`config.mk`:
```
export PLATFORM = sky130hd
export DESIGN_NAME = uart_cmd_ctrl
export DESIGN_NICKNAME = d
export VERILOG_FILES = /design/src/rtl/uart_cmd_ctrl.sv
export SDC_FILE = /design/constraint.sdc
export NUM_CORES = 1
export LEC_CHECK = 0
export BUFFER_PORTS_ARGS = -buffer_cell sky130_fd_sc_hd__buf_2
export CORE_UTILIZATION = 35
export CTS_CLUSTER_DIAMETER = 30
export CTS_CLUSTER_SIZE = 12
export DETAILED_ROUTE_END_ITERATION = 10
export GPL_TIMING_DRIVEN = 0
export PLACE_DENSITY_LB_ADDON = 0.1
export SKIP_CTS_REPAIR_TIMING = 1
export SKIP_LAST_GASP = 1
export SYNTH_ARGS = -nofsm -noshare
export SYNTH_HDL_FRONTEND = slang
export SYNTH_SLANG_ARGS = --single-unit
```
`constraint.sdc`:
```
create_clock -name clk -period 3.46 [get_ports clk]
set_clock_uncertainty 0.2 [all_clocks]
set_input_delay 0.346 -clock clk [delete_from_list [all_inputs] [get_ports clk]]
set_output_delay 0.346 -clock clk [all_outputs]
set_load 0.05 [all_outputs]
```
`src/rtl/uart_cmd_ctrl.sv`:
```
// Packet-level command controller: parses SYNC/CMD/ADDR/LEN/DATA/CHK frames from the
// UART receiver, commits verified WRITE payloads to the register bank and pulses ARM.
module uart_cmd_ctrl #(
    parameter logic [7:0] SYNC_BYTE = 8'hA5,
    parameter int          MAX_LEN   = 4
) (
    input  logic       clk,
    input  logic       rst_n,
    input  logic       rx_ready,
    input  logic [7:0] rx_data,
    input  logic       rx_eop,
    output logic       reg_wr_valid,
    input  logic       reg_wr_ready,
    output logic [7:0] reg_addr,
    output logic [7:0] reg_wdata,
    output logic       arm_pulse,
    output logic       busy,
    output logic [1:0] last_err,
    output logic [7:0] pkt_ok_cnt,
    output logic [7:0] pkt_err_cnt
);

    typedef enum logic [2:0] {
        ST_IDLE,
        ST_CMD,
        ST_ADDR,
        ST_LEN,
        ST_DATA,
        ST_CHK,
        ST_COMMIT
    } state_t;

    localparam logic [7:0] CMD_WRITE = 8'h01;
    localparam logic [7:0] CMD_ARM   = 8'h02;
    localparam logic [1:0] ERR_NONE  = 2'd0;
    localparam logic [1:0] ERR_CHK   = 2'd1;
    localparam logic [1:0] ERR_TRUNC = 2'd2;
    localparam logic [1:0] ERR_CMD   = 2'd3;
    localparam logic [7:0] MAX_LEN_B = 8'(MAX_LEN);

    state_t     state_q, state_d;
    logic       is_write_q, is_write_d;
    logic [7:0] addr_q, addr_d;
    logic [3:0] len_q, len_d;
    logic [3:0] idx_q, idx_d;
    logic [7:0] chk_q, chk_d;
    logic [3:0] k_q, k_d;
    logic [7:0] buf_q [MAX_LEN];
    logic [7:0] buf_d [MAX_LEN];
    logic       wr_valid_q, wr_valid_d;
    logic [7:0] wr_addr_q, wr_addr_d;
    logic [7:0] wr_data_q, wr_data_d;
    logic       arm_q, arm_d;
    logic [1:0] last_err_q, last_err_d;
    logic [7:0] ok_cnt_q, ok_cnt_d;
    logic [7:0] err_cnt_q, err_cnt_d;

    logic       byte_in;
    logic       parsing;
    logic       len_legal;
    logic [3:0] idx_next;
    logic [3:0] k_next;
    logic [7:0] next_byte;
    logic       err_hit;
    logic [1:0] err_code;
    logic       pkt_done;

    function automatic logic [7:0] sat_inc(input logic [7:0] v);
        return (v == 8'hFF) ? v : v + 8'd1;
    endfunction

    always_comb begin
        state_d    = state_q;
        is_write_d = is_write_q;
        addr_d     = addr_q;
        len_d      = len_q;
        idx_d      = idx_q;
        chk_d      = chk_q;
        k_d        = k_q;
        buf_d      = buf_q;
        wr_valid_d = wr_valid_q;
        wr_addr_d  = wr_addr_q;
        wr_data_d  = wr_data_q;
        arm_d      = 1'b0;
        last_err_d = last_err_q;
        ok_cnt_d   = ok_cnt_q;
        err_cnt_d  = err_cnt_q;
        err_hit    = 1'b0;
        err_code   = ERR_NONE;
        pkt_done   = 1'b0;

        byte_in   = rx_ready && !rx_eop;
        parsing   = (state_q != ST_IDLE) && (state_q != ST_COMMIT);
        len_legal = is_write_q ? ((rx_data != 8'd0) && (rx_data <= MAX_LEN_B))
                               : (rx_data == 8'd0);
        idx_next  = idx_q + 4'd1;
        k_next    = k_q + 4'd1;

        // Payload byte that follows the one currently on the bus.
        next_byte = 8'd0;
        for (int i = 0; i < MAX_LEN; i++) begin
            if (k_next == 4'(i)) begin
                next_byte = buf_q[i];
            end
        end

        if (parsing && rx_eop) begin
            err_hit  = 1'b1;
            err_code = ERR_TRUNC;
        end else begin
            case (state_q)
                ST_IDLE: begin
                    if (byte_in && rx_data == SYNC_BYTE) begin
                        state_d = ST_CMD;
                    end
                end
                ST_CMD: begin
                    if (byte_in) begin
                        if (rx_data == CMD_WRITE || rx_data == CMD_ARM) begin
                            is_write_d = (rx_data == CMD_WRITE);
                            chk_d      = rx_data;
                            state_d    = ST_ADDR;
                        end else begin
                            err_hit  = 1'b1;
                            err_code = ERR_CMD;
                        end
                    end
                end
                ST_ADDR: begin
                    if (byte_in) begin
                        addr_d  = rx_data;
                        chk_d   = chk_q ^ rx_data;
                        state_d = ST_LEN;
                    end
                end
                ST_LEN: begin
                    if (byte_in) begin
                        if (len_legal) begin
                            len_d   = rx_data[3:0];
                            idx_d   = 4'd0;
                            chk_d   = chk_q ^ rx_data;
                            state_d = (rx_data == 8'd0) ? ST_CHK : ST_DATA;
                        end else begin
                            err_hit  = 1'b1;
                            err_code = ERR_CMD;
                        end
                    end
                end
                ST_DATA: begin
                    if (byte_in) begin
                        for (int i = 0; i < MAX_LEN; i++) begin
                            if (idx_q == 4'(i)) begin
                                buf_d[i] = rx_data;
                            end
                        end
                        chk_d = chk_q ^ rx_data;
                        idx_d = idx_next;
                        if (idx_next == len_q) begin
                            state_d = ST_CHK;
                        end
                    end
                end
                ST_CHK: begin
                    if (byte_in) begin
                        if (rx_data != chk_q) begin
                            err_hit  = 1'b1;
                            err_code = ERR_CHK;
                        end else if (is_write_q) begin
                            // Bus is loaded only here, so a bad packet never reaches the bank.
                            wr_valid_d = 1'b1;
                            wr_addr_d  = addr_q;
                            wr_data_d  = buf_q[0];
                            k_d        = 4'd0;
                            state_d    = ST_COMMIT;
                        end else begin
                            arm_d    = 1'b1;
                            pkt_done = 1'b1;
                            state_d  = ST_IDLE;
                        end
                    end
                end
                ST_COMMIT: begin
                    if (wr_valid_q && reg_wr_ready) begin
                        if (k_q == len_q - 4'd1) begin
                            wr_valid_d = 1'b0;
                            pkt_done   = 1'b1;
                            state_d    = ST_IDLE;
                        end else begin
                            k_d       = k_next;
                            wr_addr_d = addr_q + {4'b0000, k_next};
                            wr_data_d = next_byte;
                        end
                    end
                end
                default: begin
                    state_d = ST_IDLE;
                end
            endcase
        end

        if (pkt_done) begin
            ok_cnt_d   = sat_inc(ok_cnt_q);
            last_err_d = ERR_NONE;
        end
        if (err_hit) begin
            last_err_d = err_code;
            err_cnt_d  = sat_inc(err_cnt_q);
            state_d    = ST_IDLE;
        end
    end

    always_ff @(posedge clk or negedge rst_n) begin
        if (!rst_n) begin
            state_q    <= ST_IDLE;
            is_write_q <= 1'b0;
            addr_q     <= 8'd0;
            len_q      <= 4'd0;
            idx_q      <= 4'd0;
            chk_q      <= 8'd0;
            k_q        <= 4'd0;
            wr_valid_q <= 1'b0;
            wr_addr_q  <= 8'd0;
            wr_data_q  <= 8'd0;
            arm_q      <= 1'b0;
            last_err_q <= ERR_NONE;
            ok_cnt_q   <= 8'd0;
            err_cnt_q  <= 8'd0;
        end else begin
            state_q    <= state_d;
            is_write_q <= is_write_d;
            addr_q     <= addr_d;
            len_q      <= len_d;
            idx_q      <= idx_d;
            chk_q      <= chk_d;
            k_q        <= k_d;
            wr_valid_q <= wr_valid_d;
            wr_addr_q  <= wr_addr_d;
            wr_data_q  <= wr_data_d;
            arm_q      <= arm_d;
            last_err_q <= last_err_d;
            ok_cnt_q   <= ok_cnt_d;
            err_cnt_q  <= err_cnt_d;
        end
    end

    // Payload storage carries no reset; it is always rewritten before being read.
    always_ff @(posedge clk) begin
        buf_q <= buf_d;
    end

    assign reg_wr_valid = wr_valid_q;
    assign reg_addr     = wr_addr_q;
    assign reg_wdata    = wr_data_q;
    assign arm_pulse    = arm_q;
    assign busy         = (state_q != ST_IDLE);
    assign last_err     = last_err_q;
    assign pkt_ok_cnt   = ok_cnt_q;
    assign pkt_err_cnt  = err_cnt_q;

endmodule
```
# [Word level (Yosys, flattened, before mapping)]
# Index checks and enable logic that the tools add are counted.
[classes] add_sub_neg=6 n_lt_le_gt_ge=1 eq_ne=46 n_mux=83 n_bitwise=4 n_reduce_logical=33
[ops] operator="8-bit 2-to-1 mux" count=19
[ops] operator="3-bit 2-to-1 mux" count=15
[ops] operator="3-bit inequality test (second input constant)" count=13
[ops] operator="4-bit 2-to-1 mux" count=8
[ops] operator="8-bit one-hot mux with 2 select lines" count=2
[ops] operator="8-bit equality test (second input constant)" count=3
[ops] operator="1-bit 2-to-1 mux" count=24
[ops] operator="2-bit inequality test (second input constant)" count=12
[ops] operator="8-bit one-hot mux with 3 select lines" count=1
[ops] operator="4-bit AND reduction" count=6
[ops] operator="3-bit one-hot mux with 7 select lines" count=1
[ops] operator="7-bit AND reduction" count=3
[ops] operator="8-bit by 1-bit adder with 8-bit output (second input constant)" count=2
[ops] operator="4-bit by 2-bit equality test with 1-bit output (second input constant)" count=4
[ops] operator="4-bit one-hot mux with 2 select lines" count=2
[ops] operator="2-bit 2-to-1 mux" count=7
[ops] operator="13-bit AND reduction" count=1
[ops] operator="3-bit equality test (second input constant)" count=3
[ops] operator="4-bit by 1-bit adder with 4-bit output (second input constant)" count=2
[ops] operator="8-bit by 4-bit adder with 8-bit output" count=1
[ops] operator="4-bit by 1-bit equality test with 1-bit output (second input constant)" count=2
[ops] operator="4-bit equality test" count=2
[ops] operator="8-bit by 1-bit equality test with 1-bit output (second input constant)" count=1
[ops] operator="8-bit by 2-bit equality test with 1-bit output (second input constant)" count=1
[ops] operator="24 further kinds" count=38
[word_totals] ff_bits=100 out_inout_bits=37 elab_cells=191

# [Longest topological paths before layout]
[depth] ltp_word=9 depth_mapped=9 ltp_nobuf=9

# [Worst setup path after synthesis]
# OpenSTA, ideal clock, no wires.
[synth_path] path_type="register to register" start="reg k_q[0]" end="reg wr_addr_q[7], in the netlist reg_addr[7]" arrival_ps=2113 setup_slack_ps=1023 stages_incl_launch_ff=10 path_buffers=0 synth_period_minus_slack_ps=2437 cell_sequence="dfrtp_1 inv_1 ha_1 ha_1 a21o_1 a21oi_1 nor2b_1 o211ai_1 xnor2_1 mux2_2"
[synth_via] elab_chain_cells=5
[synth_rtl] item="from (decl)" line="47" text="logic [3:0] k_q, k_d;"
[synth_rtl] item="from (signal assigned)" line="235" text="k_q <= k_d;"
[synth_rtl] item="4-bit by 1-bit adder with 4-bit output" line="97" text="k_next = k_q + 4'd1;"
[synth_rtl] item="8-bit by 4-bit adder with 8-bit output" line="190" text="wr_addr_d = addr_q + {4'b0000, k_next};"
[synth_rtl] item="8-bit 2-to-1 mux" line="184" text="if (k_q == len_q - 4'd1) begin"
[synth_rtl] item="8-bit 2-to-1 mux" line="183" text="if (wr_valid_q && reg_wr_ready) begin"
[synth_rtl] item="8-bit one-hot mux with 2 select lines" line="111" text="case (state_q)"
[synth_rtl] item="to (signal assigned)" line="237" text="wr_addr_q <= wr_addr_d;"
[synth_rtl] item="to (decl)" line="51" text="logic [7:0] wr_addr_q, wr_addr_d;"
# Parallel ways exist; a longest one is shown, timed or not. The select of a mux whose other input is x is not followed.
# A chain may end at the register's enable or synchronous reset.

# [Worst setup path after layout]
[layout_path] start="reg k_q[0]" end="reg wr_data_q[1], in the netlist reg_wdata[1]"
[layout_via] elab_chain_cells=9
[layout_rtl] item="4-bit by 1-bit adder with 4-bit output" line="97"
[layout_rtl] item="4-bit zero test" line="102" text="if (k_next == 4'(i)) begin"
[layout_rtl] item="8-bit 2-to-1 mux (4 in a row)" line="102"
[layout_rtl] item="8-bit 2-to-1 mux" line="184"
[layout_rtl] item="8-bit 2-to-1 mux" line="183"
[layout_rtl] item="8-bit one-hot mux with 2 select lines" line="111"
[layout_rtl] item="to (signal assigned)" line="238" text="wr_data_q <= wr_data_d;"
[layout_rtl] item="to (decl)" line="52" text="logic [7:0] wr_data_q, wr_data_d;"
# Parallel ways exist; a longest one is shown, timed or not. The select of a mux whose other input is x is not followed.

==> flow_summary_export.csv <==
group,metric,value,unit
detailed_routing,ant_nets,0,
logic_synthesis,synthesis.area,0.00527,mm²
placement,place_hpwl,8.90,mm
worst_hold_path,min_from,"rx_data[5]",
critical_path,reg2reg_to,"reg_wdata[1]$_DFFE_PN0P_",
run,drv_cap,0,
detailed_routing,dr_total_vias,3846,
grt,grt_max_degree,43,
grt,grt_first_pass_wirelength,20.2,mm
timing,setup_violations,0,
timing,grt_setup_unrepaired,"false",
logic_synthesis,seq_area_frac_synth,50.5,%
worst_hold_path,hold-path-endpoint,"buf_q[13]$_DFFE_PP_",
timing,worst_slew_pin_slew,1.21,ns
die,dieArea,0.0156,mm²
critical_path,crit_required,3.56,ns
logic_synthesis,netlist_instances,472,
logic_synthesis,synth_ff_type,"dfrtp_1",
die,start_util,36.1,%
critical_path,crit_path_end_kind,"flop",
logic_synthesis,synth_area_leaders,"dfrtp_1 32%, edfxtp_1 18%, mux2_2 6.0%, ha_1 3.6%, xor2_1 3.5%",
finish,area_growth,15.7,%
critical_path,regToRegStartpoint,"k_q[0]$_DFFE_PN0P_",
placement,gp_congestion,0.845,
worst_hold_path,hp-class,"in2reg",
clock_network,cts_buffers,9,
detailed_routing,dr.pass1.iters,4,
timing,relSlewSlack,19.2,%
finish,final_util,41.8,%
clock_network,tritoncts,"built",
logic_synthesis,yosysTopAreaCell,"dfrtp_1",
clock_network,htree_levels,3,
finish,nFillCells,1402,
die,core_region_area,0.0146,mm²
logic_synthesis,synthArstFlopShare,68.0,%
grt,track_usage,16.7,%
timing,hold_violations,0,
finish,multiInputGateArea,0.00247,mm²
detailed_routing,drt-initial-drc-count,290,
finish,finalNetCount,563,
finish,drive_above_1_share,22.1,%
critical_path,slowest_stage,"nor3b_1",
detailed_routing,drt-total-wl,12.4,mm
clock_network,cts.path.max_buffers,2,
critical_path,ff2ff_path_depth,6,
critical_path,crit_fanout,8,
critical_path,crit_chain,"inv_1 -> ha_1 -> nor3b_1 -> a221oi_1 -> o31ai_1 -> mux2_2",
timing,fmax,345,MHz
die,rows,44,
logic_synthesis,synth-edff-count,32,
critical_path,cp-start-kind,"flop",
critical_path,crit_arrival,3.00,ns
clock_network,clock_sinks,100,
timing,setup_slack,0.558,ns
status,status,"finished clean",
finish,diodes,0,
logic_synthesis,ys_ff_latch,100,
logic_synthesis,netlist.area_leader.share,32.3,%
logic_synthesis,syn_nets,501,
timing,drv_slew,0,
grt,overflow,0,
critical_path,ff2ff_setup_slack,0.56,ns
critical_path,critPathKind,"reg2reg",
detailed_routing,wl_per_cell,17.1,µm
finish,seq_area,0.00266,mm²
worst_hold_path,min_path_cells,1,
detailed_routing,vias_per_cell,5.32,
logic_synthesis,synth.distinct_cells,62,
power,p_leak,2.66,nW
critical_path,slowest_delay,0.96,ns
timing,period_needed,2.90,ns
detailed_routing,drc,0,
die,die-width,125,µm
clock_network,clock_latency,0.35,ns
logic_synthesis,yosysWarningCount,0,
die,die_y,125,µm
clock_network,clkTransAtPathRegs,0.08,ns
die,ios,50,
grt,grt_pass1_vias,3813,
timing,fin_crit_sh,83.9,%
grt,antenna_found_initial,0,
power,powerDensity,727,mW/mm²
clock_network,root_buffer,"clkbuf_16",
logic_synthesis,avgSynthCellArea,11.2,µm²
power,irDropWorstVdd,0.247,mV
placement,io_buffers,49,
timing,fin_tns_setup,0,ns
timing,hold_slack,0.0200,ns
placement,dpl_worst_slack,0.348,ns
## cells by family (layout without fill, tap and decap cells)
group,Yosys count,count (layout),share of synthesized area (%)
AND/OR/NAND/NOR,153,153,15.6
AO/OA/AOI/OAI,98,98,13.1
buffers and inverters,32,99,2.73
multiplexers,31,31,6.55
flip-flops,100,100,50.5
adder cells (fa/ha/maj),16,16,3.94
XOR/XNOR,42,42,7.55
## final cells by class
| type | instances | share of cell area (%) |
|---|---|---|
| Sequential cell | 100 | 43.7 |
| Multi-Input combinational cell | 340 | 40.4 |
| Timing Repair Buffer | 51 | 4.55 |
| Clock buffer | 11 | 4.16 |
| Tap cell | 184 | 3.77 |
| Buffer | 20 | 1.62 |
| Clock inverter | 5 | 1.07 |
| Inverter | 12 | 0.738 |
## power by group
part	total [mW]	leakage, nW	switching [mW]	internal [mW]
Sequential	1.63	1.17	0.211	1.42
Combinational	1.72	1.34	1.05	0.663
Clock	1.08	0.149	0.467	0.613
Total	4.43	2.66	1.73	2.70
## placed cells by master, fill, tap and decap left out, types with 11 or more instances in the layout
cell type,count
xnor2_1,19
xor2_1,21
o31ai_1,12
ha_1,15
a21oi_1,25
edfxtp_1,32
mux2_2,28
and2_1,11
nor2_1,28
clkbuf_1,11
buf_2,55
dfrtp_1,68
o21ai_0,15
nand2_1,26
inv_1,12
nand3_1,30
## sequential cells by signal, indices dropped and copies added, names as in the netlist, 8 cells and up
name	flops
chk_q	8
pkt_ok_cnt	8
reg_addr	8
pkt_err_cnt	8
buf_q	32
reg_wdata	8
addr_q	8
## worst max-delay path by stage
stage                                   from                  endpoint  slack [ns]  depth (start not counted)
final                     k_q[0]$_DFFE_PN0P_  reg_wdata[1]$_DFFE_PN0P_        0.56                          6
after global routing      k_q[0]$_DFFE_PN0P_  reg_wdata[1]$_DFFE_PN0P_        0.41                          6
after CTS                 k_q[0]$_DFFE_PN0P_  reg_wdata[1]$_DFFE_PN0P_        0.55                          6
after detailed placement          rx_data[5]   reg_addr[5]$_DFFE_PN0P_        0.35                          9
after global placement            rx_data[5]   reg_addr[2]$_DFFE_PN0P_        0.35                          9
after floorplan           k_q[0]$_DFFE_PN0P_   reg_addr[7]$_DFFE_PN0P_        1.02                          9
## Yosys cell counts (3+ instances only)
cell and n:
nand2b_1 7, dfrtp_1 68, nor2_1 28, and2_1 11
nor3_1 7, ha_1 15, nand2_1 26, or2_2 3
and3_1 10, o21ai_0 15, a22oi_1 10, edfxtp_1 32
nand3_1 30, o31ai_1 12, a21o_1 3, inv_1 12
mux2i_1 3, xnor2_1 19, a221oi_1 8, nand4_1 8
a21oi_1 25, xor2_1 21, mux2_2 28, clkbuf_1 10
nor2b_1 7, buf_2 7
## critical path, delay by kind of cell, from the launching register on
kind | cells | cell delay (ns)
muxes | 1 | 0.21
and+or+nand+nor | 1 | 0.96
DFF | 1 | 0.51
buffers and inverters | 1 | 0.16
adders and majority gates | 1 | 0.24
AOI/OAI and AO/OA | 2 | 0.57
## layer usage
layer  GRT usage (%)  share of wire (%)  vias to the layer above
li1                -                  -                     1851
met1            22.3                 48                     1902
met2            26.9                 47                       80
met3            3.39                3.3                       13
met4            5.53                1.7                        0
met5               0                  0                        -
## stage by stage
| stage | instance area [µm²] | power, mW | instances |
|---|---|---|---|
| floorplan | 5270 | 2.96 | 472 |
| global placement | 5750 | 3.34 | 705 |
| detailed placement | 5770 | 3.38 | 706 |
| CTS | 6090 | 4.48 | 722 |
| global route | 6100 | 4.72 | 723 |
| finish | 6100 | 4.43 | 723 |
No activity file was read; power rests on OpenSTA's default activity.
